**config.mk**
```make
export PLATFORM = sky130hd
export DESIGN_NAME = zipo_fetch_flat
export DESIGN_NICKNAME = d
export VERILOG_FILES = /design/src/rtl/zipo_fetch_if.sv /design/src/rtl/zipo_fetch.sv /design/src/flat_wrapper.sv
export SDC_FILE = /design/constraint.sdc
export NUM_CORES = 1
export LEC_CHECK = 0
export BUFFER_PORTS_ARGS = -buffer_cell sky130_fd_sc_hd__buf_4
export CAP_MARGIN = 5
export CELL_PAD_IN_SITES_DETAIL_PLACEMENT = 1
export CELL_PAD_IN_SITES_GLOBAL_PLACEMENT = 2
export CORE_UTILIZATION = 39
export CTS_BUF_LIST = sky130_fd_sc_hd__clkbuf_8
export DETAILED_ROUTE_END_ITERATION = 12
export GPL_TIMING_DRIVEN = 0
export HOLD_SLACK_MARGIN = 0.15
export PLACE_DENSITY = 0.83
export SKIP_LAST_GASP = 1
export SLEW_MARGIN = 40
export SYNTH_ARGS = -nofsm -noshare
export SYNTH_HDL_FRONTEND = slang
export SYNTH_SLANG_ARGS = --single-unit
```
**constraint.sdc**
```tcl
create_clock -name clk -period 6.6 [get_ports clk]
set_clock_uncertainty 0.05 [all_clocks]
set_input_delay 0.99 -clock clk [delete_from_list [all_inputs] [get_ports clk]]
set_output_delay 0.99 -clock clk [all_outputs]
set_load 0.01 [all_outputs]
```
**src/rtl/zipo_fetch_if.sv**
```systemverilog
// zipo_fetch_if: bundles the fetch stage's memory, redirect and instruction
// handshake signals.
//   master: the fetch stage (drives mem_req/mem_addr and inst_*).
//   slave : the environment (memory, redirect source, decode stage).
//   mem_req/mem_addr     - word read request and its byte address
//   mem_rdata            - 64-bit read data, valid the cycle after mem_req
//   redirect_valid/_pc   - downstream PC change (flushes the stage)
//   inst_valid/_ready    - instruction handshake
//   inst/inst_pc         - instruction at the buffer head and its PC
interface zipo_fetch_if;
  logic        mem_req;
  logic [63:0] mem_addr;
  logic [63:0] mem_rdata;
  logic        redirect_valid;
  logic [63:0] redirect_pc;
  logic        inst_valid;
  logic        inst_ready;
  logic [31:0] inst;
  logic [63:0] inst_pc;

  modport master (
    output mem_req, mem_addr, inst_valid, inst, inst_pc,
    input  mem_rdata, redirect_valid, redirect_pc, inst_ready
  );

  modport slave (
    input  mem_req, mem_addr, inst_valid, inst, inst_pc,
    output mem_rdata, redirect_valid, redirect_pc, inst_ready
  );
endinterface

```
**src/rtl/zipo_fetch.sv**
```systemverilog
// zipo_fetch: instruction fetch stage for the zipocpu RV64 core.
// Owns the fetch PC, issues one word read per cycle while the instruction
// buffer has room for it, buffers returned words with their PCs in a FIFO and
// presents the head to decode over valid/ready. A redirect flushes buffered
// and in-flight work and restarts fetching at the new PC.
// Ports:
//   clk  - clock, rising edge
//   rst  - synchronous active-high reset
//   bus  - zipo_fetch_if.master (memory, redirect and instruction handshake)
`ifndef INITIAL_PC
`define INITIAL_PC 64'h0
`endif

module zipo_fetch #(
  parameter logic [63:0] INITIAL_PC = `INITIAL_PC,
  parameter int unsigned FIFO_DEPTH = 4
) (
  input logic         clk,
  input logic         rst,
  zipo_fetch_if.master bus
);

  localparam int unsigned PW = (FIFO_DEPTH > 1) ? $clog2(FIFO_DEPTH) : 1;
  localparam int unsigned CW = PW + 1;
  localparam logic [CW:0] DEPTH_L = (CW + 1)'(FIFO_DEPTH);

  logic [63:0]   pc_q, pc_d;
  logic          pending_q, pending_d;
  logic [63:0]   pending_pc_q, pending_pc_d;
  logic [CW-1:0] count_q, count_d;
  logic [PW-1:0] head_q, head_d;
  logic [PW-1:0] tail_q, tail_d;
  logic [31:0]   fifo_inst_q [FIFO_DEPTH];
  logic [31:0]   fifo_inst_d [FIFO_DEPTH];
  logic [63:0]   fifo_pc_q   [FIFO_DEPTH];
  logic [63:0]   fifo_pc_d   [FIFO_DEPTH];

  logic          pop;
  logic          push;
  logic          req;
  logic [31:0]   rsp_word;
  logic [CW:0]   occupancy;

  // Occupancy counts the in-flight response and credits a same-cycle pop, so
  // a request is only made when its data is guaranteed a slot.
  always_comb begin
    pop       = (count_q != '0) & bus.inst_ready & ~bus.redirect_valid;
    occupancy = {1'b0, count_q} + (CW + 1)'(pending_q) - (CW + 1)'(pop);
    req       = ~rst & ~bus.redirect_valid & (occupancy < DEPTH_L);
    push      = pending_q & ~bus.redirect_valid;
    rsp_word  = pending_pc_q[2] ? bus.mem_rdata[63:32] : bus.mem_rdata[31:0];
  end

  always_comb begin
    pc_d         = pc_q;
    pending_d    = 1'b0;
    pending_pc_d = pending_pc_q;
    count_d      = count_q;
    head_d       = head_q;
    tail_d       = tail_q;
    fifo_inst_d  = fifo_inst_q;
    fifo_pc_d    = fifo_pc_q;

    if (bus.redirect_valid) begin
      pc_d    = bus.redirect_pc & ~64'h3;
      count_d = '0;
      head_d  = '0;
      tail_d  = '0;
    end else begin
      if (req) begin
        pending_d    = 1'b1;
        pending_pc_d = pc_q;
        pc_d         = pc_q + 64'd4;
      end
      if (push) begin
        fifo_inst_d[tail_q] = rsp_word;
        fifo_pc_d[tail_q]   = pending_pc_q;
        tail_d              = tail_q + 1'b1;
      end
      if (pop) begin
        head_d = head_q + 1'b1;
      end
      count_d = count_q + CW'(push) - CW'(pop);
    end
  end

  always_ff @(posedge clk) begin
    if (rst) begin
      pc_q         <= INITIAL_PC;
      pending_q    <= 1'b0;
      pending_pc_q <= '0;
      count_q      <= '0;
      head_q       <= '0;
      tail_q       <= '0;
      for (int unsigned i = 0; i < FIFO_DEPTH; i++) begin
        fifo_inst_q[i] <= '0;
        fifo_pc_q[i]   <= '0;
      end
    end else begin
      pc_q         <= pc_d;
      pending_q    <= pending_d;
      pending_pc_q <= pending_pc_d;
      count_q      <= count_d;
      head_q       <= head_d;
      tail_q       <= tail_d;
      fifo_inst_q  <= fifo_inst_d;
      fifo_pc_q    <= fifo_pc_d;
    end
  end

  assign bus.mem_req    = req;
  assign bus.mem_addr   = pc_q;
  assign bus.inst_valid = (count_q != '0);
  assign bus.inst       = fifo_inst_q[head_q];
  assign bus.inst_pc    = fifo_pc_q[head_q];

endmodule

```
**src/flat_wrapper.sv**
```systemverilog
// flat-port wrapper written by rule: the top's interface ports become plain ports
module zipo_fetch_flat 
#(
  parameter logic [63:0] INITIAL_PC = `INITIAL_PC,
  parameter int unsigned FIFO_DEPTH = 4
)
  (clk, rst, bus_mem_req, bus_mem_addr, bus_inst_valid, bus_inst, bus_inst_pc, bus_mem_rdata, bus_redirect_valid, bus_redirect_pc, bus_inst_ready);
  zipo_fetch_if bus_i ();
  input logic clk;
  input logic rst;
  output wire logic [$bits(bus_i.mem_req)-1:0] bus_mem_req;
  output wire logic [$bits(bus_i.mem_addr)-1:0] bus_mem_addr;
  output wire logic [$bits(bus_i.inst_valid)-1:0] bus_inst_valid;
  output wire logic [$bits(bus_i.inst)-1:0] bus_inst;
  output wire logic [$bits(bus_i.inst_pc)-1:0] bus_inst_pc;
  input wire logic [$bits(bus_i.mem_rdata)-1:0] bus_mem_rdata;
  input wire logic [$bits(bus_i.redirect_valid)-1:0] bus_redirect_valid;
  input wire logic [$bits(bus_i.redirect_pc)-1:0] bus_redirect_pc;
  input wire logic [$bits(bus_i.inst_ready)-1:0] bus_inst_ready;
  assign bus_mem_req = bus_i.mem_req;
  assign bus_mem_addr = bus_i.mem_addr;
  assign bus_inst_valid = bus_i.inst_valid;
  assign bus_inst = bus_i.inst;
  assign bus_inst_pc = bus_i.inst_pc;
  assign bus_i.mem_rdata = bus_mem_rdata;
  assign bus_i.redirect_valid = bus_redirect_valid;
  assign bus_i.redirect_pc = bus_redirect_pc;
  assign bus_i.inst_ready = bus_inst_ready;
  zipo_fetch #(.INITIAL_PC(INITIAL_PC), .FIFO_DEPTH(FIFO_DEPTH)) u_core (.clk(clk), .rst(rst), .bus(bus_i));
endmodule
```
==> results of run 1 <==
[power by group through the flow]
stage / clock (mW) / combinational (mW) / sequential, mW
after detailed placement: 0 / 0.517 / 3.27
final: 3.03 / 0.523 / 3.21
after global placement: 0 / 0.507 / 3.27
after global routing: 3.22 / 0.552 / 3.21
after CTS: 3.08 / 0.519 / 3.20
after floorplan: 0 / 0.232 / 3.25
[state kept, by name (all words and copies together) (netlist names)]
signal               flops
u_core.pending_pc_q     62
u_core.head_q            2
u_core.fifo_pc_q       248
u_core.pending_q         1
u_core.bus.mem_addr     62
u_core.fifo_inst_q     128
u_core.count_q           3
u_core.tail_q            2
[layout by cell type, fill, tap and decap left out, types with 20 or more instances in the layout]
master    synthesis  layout
a211oi_1        141     141
a21oi_1         321     321
a31oi_1          21      21
buf_1            30      20
buf_4             4     291
clkbuf_1        167     155
clkbuf_8          0     113
dfxtp_1         508     508
inv_1            18      47
mux2i_1          35      35
mux4_2           94      94
nand2_1         692     692
nand3_1          29      29
nand4_1          24      24
nor2_1          179     179
or4_1            25      25
[synthesized netlist by cell type (all sizes together) (4+ instances only)]
cell / n / share of area (%)
nor4: 13 / 0.51
dfxtp: 508 / 47
o2111a: 5 / 0.26
a211oi: 141 / 4.8
inv: 19 / 0.33
or4: 26 / 0.90
o31ai: 16 / 0.55
nand4: 26 / 0.88
o211ai: 10 / 0.34
mux4: 94 / 9.7
nand2: 692 / 12
o311ai: 9 / 0.36
mux2i: 35 / 1.6
and3: 12 / 0.34
ha: 10 / 0.57
a21oi: 321 / 7.4
o41a: 4 / 0.21
a311oi: 11 / 0.44
o2111ai: 6 / 0.24
a31oi: 21 / 0.60
o311a: 4 / 0.18
nand3: 30 / 0.71
nor2: 179 / 3.1
xnor2: 9 / 0.36
nor3: 12 / 0.30
or3: 13 / 0.37
buf: 44 / 0.91
o21ai: 15 / 0.34
clkbuf: 169 / 2.9
and2: 6 / 0.17
xor2: 8 / 0.32
and4: 5 / 0.21
[worst max-delay path: stages]
cell and delay [ns]:
clkbuf_1 0.20, inv_1 0.55, and3_1 0.38, ha_1 0.18, inv_1 0.04, ha_1 0.28
and3b_1 0.24, nor4_1 0.35, buf_2 0.34, o21ai_1 0.11, clkbuf_1 0.44, inv_2 0.36
clkbuf_1 0.53, buf_4 0.25
[cell families after synthesis]
family                   Yosys count
AND/OR/NAND/NOR                 1027
multiplexers                     132
adder cells (fa/ha/maj)           11
AO/OA/AOI/OAI                    586
flip-flops                       508
other                              1
XOR/XNOR                          17
buffers and inverters            232
[metrics by stage]
step	setup slack [ns]	std cells
6_report	0.2949	3720
5_1_grt	0.08635	3718
4_1_cts	0.1257	3715
3_5_place_dp	0.1593	3552
3_3_place_gp	0.1774	3551
2_1_floorplan	1.895	2517
[metal layers]
metal	up-vias	wire, µm
met2	732	42850
met3	166	5026
met4	0	2887
met1	10830	40170
met5	-	0
li1	9645	-
[final cells by class]
cell class	instances	area, µm²
diodes	5	12.51
plain buffers	212	858.3
clock buffers	113	1555
clock inverters	50	284.0
fillers	6543	28350
inverters	19	71.32
multi-input cells	1777	10790
flip-flops and latches	508	10170
well taps	748	935.9
repair buffers	288	2166
[how the worst max path moves through the flow]
stage | startpoint | endpoint | cells past startpoint
floorplan | bus_redirect_valid | bus_mem_req | 14
global placement | bus_redirect_valid | bus_mem_req | 15
detailed placement | bus_redirect_valid | bus_mem_req | 15
CTS | bus_redirect_valid | bus_mem_req | 15
global route | bus_redirect_valid | bus_mem_req | 14
finish | bus_redirect_valid | bus_mem_req | 14
==> impl_results.md, run 1 <==
* Root buffer cell: clkbuf_8
* Data arrival, critical path at around 5.3 ns
* GRT Total Usage at 31.45%
* Hold_buf cts at 0
* Final Cell Area at 0.02685 mm²
* Logic pwr share at roughly 7.7%
* Synth cell types at 67
* Net Sw Frac at 27.05%
* Routed vias at 21,370
* Ys Warns at 0
* HP Class: flip-flop to flip-flop
* Worst Tran Pin Value at roughly 0.89 ns
* Mux cell area share after synthesis at a little under an eighth
* R2r worst-path depth at 14
* Tot Pwr at 6.764 mW
* CTS Buf Count at a little under 90
* Hold path depth at 2
* Number of global-route vias before repair at around 21,000
* Rows at 86
* Reg power frac at a little under half
* Largest family of logic cells by synthesized area: simple AND/OR/NAND/NOR gates
* Initial DRT Pass Iterations at 5
* Largest net degree at the start of global routing at 13
* Post-DP Area at approximately 0.025 mm²
* Later-pin clock latency in the skew report at between 0.7 and 0.8 ns
* Power Density at 252.0 mW/mm²
* Initial antenna violation count at 7
* GR Util met3 at roughly 4.2%
* Post-CTS Setup Bufs at 0
* Xor/xnor share of the synthesized area at 0.6819%
* Mapped cell area at ~0.022 mm²
* Layout area overhead at 22.95%
* Die area at approximately 0.057 mm²
* R2r setup slk at 2.01 ns
* Post_cts resized at 0
* Clk pwr share at between 40 and 50%
* Synth Area in Simple Gates at approximately a fifth
* Layout cells sized above 1 at about a fifth
* Worst Setup End Kind: primary output
* Max-cap violations at 0
* Die H at between 200 and 250 µm
* Worst-path clk slew at ~0.060 ns
* Buffers on Ports at roughly 290
* P_leak at around 9 nW
* Io pins at ~290
* Remaining DRCs at 0
* Period utilization at roughly 96%
* Register area share after synthesis at 46.57%
* Slew HR at 40.35%
* Number of synthesized flops with an enable pin at 0
* Top_reg_cell synth: dfxtp_1
* Min-Delay Endpoint: u_core.fifo_pc_q[142]
* Chip width at 238.6 µm
* CTS HTree Levels at 3
* DR iter-0 viols at around 1,400
* Kind of critical path: input pin to primary output
* Status: completed
* Met1 Use GR at around 43%
* Final slew viol count at 0
* Total wire length at roughly 91 mm
* Crit path max fanout at 17
* DP HPWL at approximately 65 mm
* Routed Antenna Nets at 0
* Critical Path RT at 5.56 ns
* Post-layout util at between 40% and 50%
* Top Usage Layer GRT: met2
* Routed vias/inst at 5.745
* Ys async rst share at 0%
* Pint at 4.934 mW
* Crit start category: input pin
* Overflow after GRT at 0
* Global-route wire length before repair at 134.0 mm
* GP Congestion at 0.9136
* Post-DR wirelength/cell at approximately 24 µm
* Worst VDD drop at 0.1462 mV
* Fraction of the mapped netlist area in adder cells at less than 1%
* Worst r2r src: u_core.count_q[1]
* Fin nets at ~3,000
* Core ar. at around 0.055 mm²
* TritonCTS clock tree: yes
* Cells after synthesis at approximately 2,500
* P_sw at between 1.5 and 2 mW
* RSZ-0062 raised after global routing: no
* R2R Path End: u_core.bus.mem_addr[34]
* Synth Area in Compound Gates at 16.65%
* Met2 GRT Util at between 50% and 60%
* Fin Hold WS at 0.4035 ns
* Worst Hold Launch: u_core.fifo_pc_q[142]
* Fmax at ~160 MHz
* Mean Syn Cell Area at 8.686 µm²
* Final min period at about 6.3 ns
* Final setup violation count at 0
* Initial Util at approximately two fifths
* Yosys reg bits at between 500 and 600
* Setup TNS at 0 ns
* Clock Tree Buf Depth at 3
* Final Hold Fails at 0
* Sink Count at about 500
No activity file was read; power rests on OpenSTA's default activity.
==> inputs of run 2 (changes only) <==
CORE_MARGIN = 3   (was default)
GPL_TIMING_DRIVEN = default   (was 0)
==> run 2 against run 1 <==
Effect of this change:
- critical path depth decreased by 3
- sequential power about the same
- non-clock buffer count decreased by 186
- power decreased by 2.3%
- register-to-register slack improved by 0.70 ns
- via count decreased by 7.0%
- worst setup slack improved by 2.1 ns
- sequential cell count unchanged
- core utilization decreased by 0.79 points
- sequential share of layout area increased by 0.67 points
- final area decreased by 1.6%
- highest routed layer is now met5
==> impl_results.md, run 2 (synthesis results as in run 1) <==
* Status: completed
* Number of global-route vias before repair at between 20,000 and 25,000
* GRT Total Usage at 25.58%
* Overflow after GRT at 0
* Sink Count at slightly above 500
* P_leak at between 8 and 9 nW
* Pint at between 4 and 5 mW
* Clock Tree Buf Depth at 3
* Fmax at between 200 and 250 MHz
* DR iter-0 viols at 1,260
* Later-pin clock latency in the skew report at between 0.6 and 0.7 ns
* Worst Tran Pin Value at between 0.8 and 0.9 ns
* Net Sw Frac at between 20% and 30%
* DP HPWL at 48.06 mm
* Logic pwr share at 6.9%
* Kind of critical path: input pin to primary output
* HP Class: flip-flop to flip-flop
* Routed Antenna Nets at 0
* Post-CTS Setup Bufs at 0
* Crit path max fanout at 45
* Biggest regs: u_core.fifo_pc_q: 248 flops, u_core.fifo_inst_q: 128 flops
* Data arrival, critical path at 3.18 ns
* Power Density at 250.2 mW/mm²
* GP Congestion at slightly below 0.8
* Rows at 86
* Die H at 242.6 µm
* Max-cap violations at 0
* Root buffer cell: clkbuf_8
* Routed vias at between 15,000 and 20,000
* Fin nets at approximately 2,900
* Most frequent cells in the layout: nand2_1, dfxtp_1, a21oi_1
* CTS HTree Levels at 3
* Initial antenna violation count at 7
* Global-route wire length before repair at approximately 120 mm
* Remaining DRCs at 0
* Period utilization at a little under two thirds
* Final setup violation count at 0
* Post-DR wirelength/cell at roughly 22 µm
* CTS Buf Count at between 90 and 100
* Worst Setup End Kind: primary output
* Final slew viol count at 0
* Chip width at 242.6 µm
* TritonCTS clock tree: yes
* Critical Path RT at 5.56 ns
* Final min period at around 4.2 ns
* Crit start category: input pin
* P_sw at 1.693 mW
* RSZ-0062 raised after global routing: no
* Most flops, register: u_core.fifo_pc_q
* Slew HR at 42.95%
* Worst-path clk slew at about 0.050 ns
* Post_cts resized at 0
* Initial Util at between 30% and 40%
* Largest net degree at the start of global routing at between 100 and 150
* Final Hold Fails at 0
* Initial DRT Pass Iterations at 7
* Final Cell Area at 0.02641 mm²
* Post-DP Area at 0.02456 mm²
* Layout area overhead at 20.96%
* Worst VDD drop at between 0.1 and 0.15 mV
* Reg power frac at between 40% and 50%
* Hold_buf cts at 0
* Buffers on Ports at 287
* Clk pwr share at between 40% and 50%
* Routed vias/inst at between 5 and 6
* Layout cells sized above 1 at 20.48%
* Core ar. at 0.05520 mm²
* Total wire length at between 70 and 80 mm
* Setup TNS at 0 ns
* Commonest non-fill, non-tap cell in the layout: nand2_1
* Io pins at 294
* Max reg flops at between 200 and 250
* Die area at about 0.059 mm²
## run 2: area by class of cell
type / count / area, µm²
clock inverters: 47 / 246.5
repair buffers: 314 / 2514
well taps: 748 / 935.9
multi-input cells: 1777 / 10900
diodes: 4 / 10.01
clock buffers: 113 / 1555
flip-flops and latches: 508 / 10180
fillers: 6386 / 28790
inverters: 19 / 71.32
## run 2: per-layer routing
layer	global-route usage, %	wire length (µm)	up-vias
li1	-	-	9272
met2	42.81	37270	475
met4	8.787	1852	4
met3	4.441	3979	104
met1	33.50	34270	10020
met5	0	25	-
## run 2: worst max-delay path: stages
cell and delay (ns):
buf_4 0.45, inv_2 0.08, and3_1 0.23, ha_1 0.22, inv_1 0.05, ha_1 0.23
and3b_1 0.23, nor4_2 0.38, o21ai_4 0.08, inv_2 0.07, buf_4 0.15
## run 2: power groups by stage
stage | combinational [mW] | clock [mW] | sequential (mW)
6_report | 0.457 | 2.94 | 3.21
5_1_grt | 0.494 | 3.17 | 3.22
4_1_cts | 0.457 | 3.02 | 3.21
3_5_place_dp | 0.456 | 0 | 3.28
3_3_place_gp | 0.440 | 0 | 3.28
2_1_floorplan | 0.232 | 0 | 3.25
## run 2: path summary, 6_finish.rpt
kind	from	endpoint	slack, ns	cells after the start
hold reg to reg	u_core.fifo_pc_q[75]	u_core.fifo_pc_q[75]	0.40	2
setup reg to reg	u_core.count_q[1]	u_core.bus.mem_addr[19]	2.71	12
hold / removal	u_core.fifo_pc_q[75]	u_core.fifo_pc_q[75]	0.40	2
setup / recovery	bus_redirect_valid	bus_mem_req	2.38	11
## run 2: through the flow
| step | setup slack [ns] | hold slack [ns] | utilization (%) | power, mW | std cells |
|---|---|---|---|---|---|
| after floorplan | 1.895 | 0.3831 | - | 3.479 | 2517 |
| after global placement | 2.096 | 0.3882 | 44.20 | 3.716 | 3359 |
| after detailed placement | 1.962 | 0.3969 | 44.49 | 3.734 | 3364 |
| after CTS | 2.363 | 0.4034 | 47.75 | 6.687 | 3524 |
| after global routing | 2.250 | 0.4207 | 47.85 | 6.880 | 3530 |
| final | 2.377 | 0.4030 | 47.85 | 6.608 | 3530 |
